<file path="src/rtl/fetch_pkg.sv">
// rtl/fetch_pkg.sv - shared types for the instruction fetch stage
package fetch_pkg;

    typedef enum logic [1:0] {
        IDLE,
        WAIT_RSP,
        DROP
    } fetch_state_t;

    typedef struct packed {
        logic [31:0] pc;
        logic [31:0] instr;
    } fetch_entry_t;

    function automatic logic is_aligned(input logic [1:0] addr_lsb);
        return addr_lsb == 2'b00;
    endfunction

endpackage

</file>
<file path="src/rtl/fetch_fifo.sv">
// rtl/fetch_fifo.sv - small fetch buffer holding instructions with their PCs
module fetch_fifo
    import fetch_pkg::*;
#(
    parameter int DEPTH = 2,
    localparam int CW = $clog2(DEPTH) + 1
) (
    input  logic          clk,
    input  logic          rst,
    input  logic          push,
    input  fetch_entry_t  push_data,
    input  logic          pop,
    input  logic          clear,
    output fetch_entry_t  head,
    output logic          full,
    output logic          empty,
    output logic [CW-1:0] count
);

    localparam int PW = (DEPTH > 1) ? $clog2(DEPTH) : 1;
    localparam logic [CW-1:0] DEPTH_C = CW'(DEPTH);

    fetch_entry_t  mem_q [DEPTH];
    fetch_entry_t  mem_d [DEPTH];
    logic [PW-1:0] wr_ptr_q, wr_ptr_d;
    logic [PW-1:0] rd_ptr_q, rd_ptr_d;
    logic [CW-1:0] count_q, count_d;

    // Explicit wrap keeps non-power-of-two-sized pointer math out of the picture
    function automatic logic [PW-1:0] ptr_inc(input logic [PW-1:0] p);
        return (p == PW'(DEPTH - 1)) ? '0 : p + PW'(1);
    endfunction

    always_comb begin
        mem_d    = mem_q;
        wr_ptr_d = wr_ptr_q;
        rd_ptr_d = rd_ptr_q;
        count_d  = count_q;
        if (clear) begin
            wr_ptr_d = '0;
            rd_ptr_d = '0;
            count_d  = '0;
        end else begin
            if (push) begin
                mem_d[wr_ptr_q] = push_data;
                wr_ptr_d        = ptr_inc(wr_ptr_q);
            end
            if (pop) begin
                rd_ptr_d = ptr_inc(rd_ptr_q);
            end
            case ({push, pop})
                2'b10:   count_d = count_q + CW'(1);
                2'b01:   count_d = count_q - CW'(1);
                default: count_d = count_q;
            endcase
        end
    end

    always_ff @(posedge clk or posedge rst) begin
        if (rst) begin
            wr_ptr_q <= '0;
            rd_ptr_q <= '0;
            count_q  <= '0;
            for (int i = 0; i < DEPTH; i++) begin
                mem_q[i] <= '0;
            end
        end else begin
            wr_ptr_q <= wr_ptr_d;
            rd_ptr_q <= rd_ptr_d;
            count_q  <= count_d;
            for (int i = 0; i < DEPTH; i++) begin
                mem_q[i] <= mem_d[i];
            end
        end
    end

    assign head  = mem_q[rd_ptr_q];
    assign full  = (count_q == DEPTH_C);
    assign empty = (count_q == '0);
    assign count = count_q;

endmodule

</file>
<file path="src/rtl/instr_fetch.sv">
// rtl/instr_fetch.sv - fetch stage: issues imem requests from the PC and buffers results
module instr_fetch
    import fetch_pkg::*;
#(
    parameter int DEPTH = 2
) (
    input  logic        clk,
    input  logic        rst,
    input  logic [31:0] pc_addr,
    input  logic        flush,
    output logic        pc_advance,
    output logic        imem_req_valid,
    input  logic        imem_req_ready,
    output logic [31:0] imem_req_addr,
    input  logic        imem_rsp_valid,
    input  logic [31:0] imem_rsp_data,
    output logic        instr_valid,
    input  logic        instr_ready,
    output logic [31:0] instr_data,
    output logic [31:0] instr_pc,
    output logic        fetch_err
);

    localparam int CW = $clog2(DEPTH) + 1;
    localparam logic [CW-1:0] DEPTH_C = CW'(DEPTH);

    fetch_state_t  state_q, state_d;
    logic [31:0]   req_pc_q, req_pc_d;
    logic          fetch_err_q, fetch_err_d;

    logic          issue;
    logic          pc_ok;
    logic          rsp_accept;
    logic          fifo_push, fifo_pop;
    logic          fifo_full, fifo_empty;
    logic [CW-1:0] fifo_count;
    fetch_entry_t  fifo_head, push_entry;

    assign pc_ok = is_aligned(pc_addr[1:0]);

    // Issuing only with a free slot guarantees the response always has room
    assign imem_req_valid = !rst && (state_q == IDLE) && !flush && !fetch_err_q
                            && pc_ok && (fifo_count < DEPTH_C);
    assign issue          = imem_req_valid && imem_req_ready;
    assign pc_advance     = issue;
    assign imem_req_addr  = pc_addr;

    assign rsp_accept = (state_q == WAIT_RSP) && imem_rsp_valid && !flush;
    assign fifo_push  = rsp_accept && !fifo_full;
    assign push_entry = '{pc: req_pc_q, instr: imem_rsp_data};

    assign instr_valid = !fifo_empty;
    assign fifo_pop    = instr_valid && instr_ready;
    assign instr_data  = fifo_head.instr;
    assign instr_pc    = fifo_head.pc;
    assign fetch_err   = fetch_err_q;

    always_comb begin
        state_d     = state_q;
        req_pc_d    = req_pc_q;
        fetch_err_d = fetch_err_q;

        if (flush) begin
            fetch_err_d = 1'b0;
        end else if ((state_q == IDLE) && !pc_ok) begin
            fetch_err_d = 1'b1;
        end

        case (state_q)
            IDLE: begin
                if (issue) begin
                    state_d  = WAIT_RSP;
                    req_pc_d = pc_addr;
                end
            end
            WAIT_RSP: begin
                // A response coinciding with flush is simply not pushed
                if (imem_rsp_valid) begin
                    state_d = IDLE;
                end else if (flush) begin
                    state_d = DROP;
                end
            end
            DROP: begin
                if (imem_rsp_valid) begin
                    state_d = IDLE;
                end
            end
            default: state_d = IDLE;
        endcase
    end

    always_ff @(posedge clk or posedge rst) begin
        if (rst) begin
            state_q     <= IDLE;
            req_pc_q    <= '0;
            fetch_err_q <= 1'b0;
        end else begin
            state_q     <= state_d;
            req_pc_q    <= req_pc_d;
            fetch_err_q <= fetch_err_d;
        end
    end

    fetch_fifo #(
        .DEPTH(DEPTH)
    ) u_fifo (
        .clk      (clk),
        .rst      (rst),
        .push     (fifo_push),
        .push_data(push_entry),
        .pop      (fifo_pop),
        .clear    (flush),
        .head     (fifo_head),
        .full     (fifo_full),
        .empty    (fifo_empty),
        .count    (fifo_count)
    );

endmodule

</file>
<file path="config.mk">
export PLATFORM = sky130hd
export DESIGN_NAME = instr_fetch
export DESIGN_NICKNAME = d
export VERILOG_FILES = /design/src/rtl/fetch_pkg.sv /design/src/rtl/fetch_fifo.sv /design/src/rtl/instr_fetch.sv
export SDC_FILE = /design/constraint.sdc
export NUM_CORES = 1
export LEC_CHECK = 0
export BUFFER_PORTS_ARGS = -buffer_cell sky130_fd_sc_hd__buf_4
export CAP_MARGIN = 0
export CELL_PAD_IN_SITES_DETAIL_PLACEMENT = 0
export CELL_PAD_IN_SITES_GLOBAL_PLACEMENT = 1
export CORE_UTILIZATION = 30
export CTS_CLUSTER_SIZE = 40
export DETAILED_ROUTE_END_ITERATION = 10
export PLACE_DENSITY = 0.57
export SYNTH_ARGS = -nofsm -noshare
export SYNTH_HDL_FRONTEND = slang
export SYNTH_SLANG_ARGS = --single-unit
</file>
<file path="constraint.sdc">
create_clock -name clk -period 5.15 [get_ports clk]
set_clock_uncertainty 0.15 [all_clocks]
set_input_delay 0.2575 -clock clk [delete_from_list [all_inputs] [get_ports clk]]
set_output_delay 0.2575 -clock clk [all_outputs]
set_load 0.01 [all_outputs]
</file>
==> summary.md <==
| Metric | Value |
|---|---|
| Number of buffers on the longest clock path | `2` |
| GRT overflow | `0` |
| Path type of the worst setup path | `reg2out` |
| Total of flip-flops plus latches after synthesis | `approximately 170` |
| Depth of the most critical reg-to-reg path | `4` |
| Count of max-cap constraint violations | `0` |
| Mean cell area of the mapped netlist | `about 15 µm²` |
| Synth area leaders | `sky130_fd_sc_hd__dfrtp_1 (56%), sky130_fd_sc_hd__mux2_2 (30%), sky130_fd_sc_hd__mux2_4 (5.2%)` |
| Number of optimization iterations in the first detailed-route pass | `4` |
| # H-tree levels | `4` |
| Clock buffers created by TritonCTS | `17` |
| Max incr delay on CP | `between 1 and 1.5 ns` |
| Post-synthesis instance area | `7510 µm²` |
| Count of mapped cells out of synthesis | `slightly below 500` |
| Number of port buffers | `~170` |
| Starting density of the core | `0.307` |
| TritonCTS clock tree | `built` |
| Period utilisation layout | `0.574` |
| Worst min-delay path class | `in2reg` |
| Core area | `about 24,000 µm²` |
| Transition time of the tightest slew-check pin | `1.04 ns` |
| Max-slew headroom at the worst pin | `0.310` |
| Post-route setup TNS | `0 ns` |
| Clock period minus final worst setup slack | `2.96 ns` |
| Reg-to-reg slack, setup | `2.44 ns` |
| Hold-fix buffer count after cts | `between 60 and 70` |
| Endpoint arrival time on the critical path | `~2.6 ns` |
| R2R Path Start | `u_fifo.count[1]$_DFFE_PP0P_` |
| Post-CTS clock slew at the launch and capture registers of the worst setup and hold paths | `around 0.06 ns` |
| Number of vias per cell after detailed routing | `about 4.4` |
| Library cell with the largest summed area after synthesis | `sky130_fd_sc_hd__dfrtp_1` |
| Top cell types by occurrence after synthesis | `sky130_fd_sc_hd__mux2_2 (197), sky130_fd_sc_hd__dfrtp_1 (167), sky130_fd_sc_hd__buf_4 (34)` |
| Overall die area | `between 20,000 and 30,000 µm²` |
| Die width | `160 µm` |
| Power per Cell Area | `between 300 and 400 nW/µm²` |
| Instance count along the most critical hold path | `3` |
| Vias in the first global route | `5,018` |
| Placement Rows | `57` |
| Critical path buffer and inverter count | `2` |
| Number of synthesis warnings | `0` |
| Share of synthesized area occupied by flip-flops and latches | `0.556` |
| Primary FF master, synth | `sky130_fd_sc_hd__dfrtp_1` |
| Endpoint required time on the critical path | `4.74 ns` |
| Gp weighted congestion | `just under 0.7` |
| DP Cell Count | `slightly above 900` |
| Worst Hold Endpoint | `u_fifo.count[0]$_DFFE_PP0P_` |
| Cell chain of the critical path | `buf_4 -> mux2_2 -> buf_4` |
| Total vias in the final route | `around 4,500` |
| Min-delay src | `instr_ready` |
| Crit path top cell by count | `sky130_fd_sc_hd__buf_4` |
| Kind of end point of the critical path | `output port` |
| Share of flip-flops with an asynchronous set or reset | `1.00` |
| Reg-to-Reg End | `u_fifo.mem_q[56]$_DFFE_PP0P_` |
| Die outline height | `160 µm` |
| Number of antenna violations at the first check in global routing | `0` |
| Cell leakage power | `roughly 0.005 µW` |
| Top cell type's share of synthesized area | `0.556` |
| Final layout net count | `757` |
| Wire per inst | `between 15 and 20 µm` |
| Remaining DRCs | `0` |
| Number of design-rule violations left by the first detailed-router iteration | `roughly 100` |
| Type of element launching the critical path | `flip-flop` |
| Clock tree sinks | `167` |
| Worst supply voltage drop on vdd | `0.168 mV` |
| Share of post-route cells with drive strength above 1 | `0.626` |
| Syn Nets | `555` |
| IO Pins | `170` |
| Cell type group with the largest total delay on the critical path | `flip-flops` |
| Run status | `finished clean` |
| Number of endpoints with negative hold slack in the final report | `0` |
| Leading cell type by number of instances after synthesis | `sky130_fd_sc_hd__mux2_2` |
| Setup repair after global routing missed its margin | `false` |
| Max Transition Viols Final | `0` |
| Clock Latency Late Sink | `approximately 0.41 ns` |
| Max Clk Rate | `roughly 340 MHz` |
| Global-route wire length before repair | `about 26,000 µm` |
| # Post-CTS Setup Buffers | `0` |
| Final Non-Filler Cells | `approximately 1,000` |
| Number of nets with antenna violations after routing | `0` |
| Final core area utilization | `0.410` |
| # diodes | `0` |
| Count of cell types in the netlist | `29` |
| Number of failing setup endpoints in the final timing report | `0` |
| Routed wire length | `between 15,000 and 20,000 µm` |
| Worst-path maximum fanout | `40` |
| Worst-path cell with the longest stage delay | `sky130_fd_sc_hd__dfrtp_2` |
| Master cell of the clock root buffer | `sky130_fd_sc_hd__clkbuf_16` |
| Synth-to-layout area growth | `33.4%` |
| Count of instances resized after the clock tree is built | `0` |
| GRT Resource Usage Total | `0.132` |
| Largest net degree at the start of global routing | `between 70 and 80` |
| EDFF count, synth | `0` |
| DP HPWL | `approximately 10,000 µm` |
-- per-layer routing --
| metal | track usage | vias up | part of all wire |
|---|---|---|---|
| li1 | - | 2088 | - |
| met1 | 0.159 | 2299 | 0.43 |
| met2 | 0.235 | 85 | 0.53 |
| met3 | 0.0273 | 8 | 0.029 |
| met4 | 0.0390 | 0 | 0.0084 |
| met5 | 0 | - | 0 |
-- cells by family (layout without fill, tap and decap cells) --
group | after synthesis | after routing | synth area share
XOR/XNOR | 1 | 1 | 0.00117
AO/OA/AOI/OAI | 8 | 8 | 0.00600
multiplexers | 224 | 224 | 0.349
AND/OR/NAND/NOR | 25 | 25 | 0.0257
flip-flops | 167 | 167 | 0.556
buffers and inverters | 60 | 275 | 0.0621
-- placed cells by master (no fill, tap or decap), types with 2 or more instances in the layout --
cell and n:
sky130_fd_sc_hd__mux2_4 26, sky130_fd_sc_hd__and2_1 3, sky130_fd_sc_hd__clkbuf_16 17, sky130_fd_sc_hd__a21oi_1 2
sky130_fd_sc_hd__inv_1 2, sky130_fd_sc_hd__inv_6 5, sky130_fd_sc_hd__dlygate4sd3_1 65, sky130_fd_sc_hd__clkinv_2 2
sky130_fd_sc_hd__dfrtp_1 166, sky130_fd_sc_hd__clkinvlp_4 3, sky130_fd_sc_hd__nand2_1 2, sky130_fd_sc_hd__nor2_1 5
sky130_fd_sc_hd__clkbuf_8 3, sky130_fd_sc_hd__buf_4 175, sky130_fd_sc_hd__nor2b_1 3, sky130_fd_sc_hd__o21ai_0 4
sky130_fd_sc_hd__mux2_2 197, sky130_fd_sc_hd__nand3b_1 2, sky130_fd_sc_hd__clkinv_4 2
-- final cells by class --
class / count / area, µm²
fill: 2308 / 14400
sequential: 167 / 4180
multi-input combinational: 258 / 2870
timing repair buffer: 240 / 1960
clock buffer: 20 / 467
tap: 324 / 405
clock inverter: 12 / 115
inverter: 3 / 16.3
-- how the worst max path moves through the flow --
stage	cells after the start	start	to	slack, ns
finish	3	u_fifo.rd_ptr_q$_DFFE_PP0P_	instr_pc[8]	2.19
global route	4	state_q[0]$_DFFE_PP0P_	pc_advance	1.92
CTS	3	u_fifo.rd_ptr_q$_DFFE_PP0P_	instr_pc[8]	2.06
detailed placement	4	u_fifo.count[1]$_DFFE_PP0P_	u_fifo.mem_q[49]$_DFFE_PP0P_	2.40
global placement	4	u_fifo.count[1]$_DFFE_PP0P_	u_fifo.mem_q[3]$_DFFE_PP0P_	2.47
floorplan	1	rst	fetch_err$_DFFE_PP0P_	0.22
-- where the power goes --
| group | switching (µW) | internal (µW) | total [µW] | leakage, µW |
|---|---|---|---|---|
| sequential | 64.8 | 1420 | 1480 | 0.00227 |
| combinational | 158 | 282 | 440 | 0.00256 |
| clock | 526 | 711 | 1240 | 0.000280 |
-- flip-flops by register name, indices dropped and copies added (netlist names) --
signal and cells:
fetch_err 1, u_fifo.mem_q 128, state_q 2, u_fifo.rd_ptr_q 1, u_fifo.wr_ptr_q 1, req_pc_q 32, u_fifo.count 2
-- worst min-delay path, stage by stage --
cell and delay, ns:
sky130_fd_sc_hd__buf_4 0.11, sky130_fd_sc_hd__mux2i_1 0.06, sky130_fd_sc_hd__a21oi_1 0.12
-- stage by stage --
stage	power (µW)	hold WS (ns)	instance area (µm²)	setup WS, ns
floorplan	1730	0.173	7510	0.224
global placement	1900	0.291	8790	2.47
detailed placement	1910	0.291	8790	2.40
CTS	3210	0.0191	10000	2.06
global route	3320	0.0559	10000	1.92
finish	3160	0.0311	10000	2.19
Note: power is estimated with default switching activity, not from simulation.
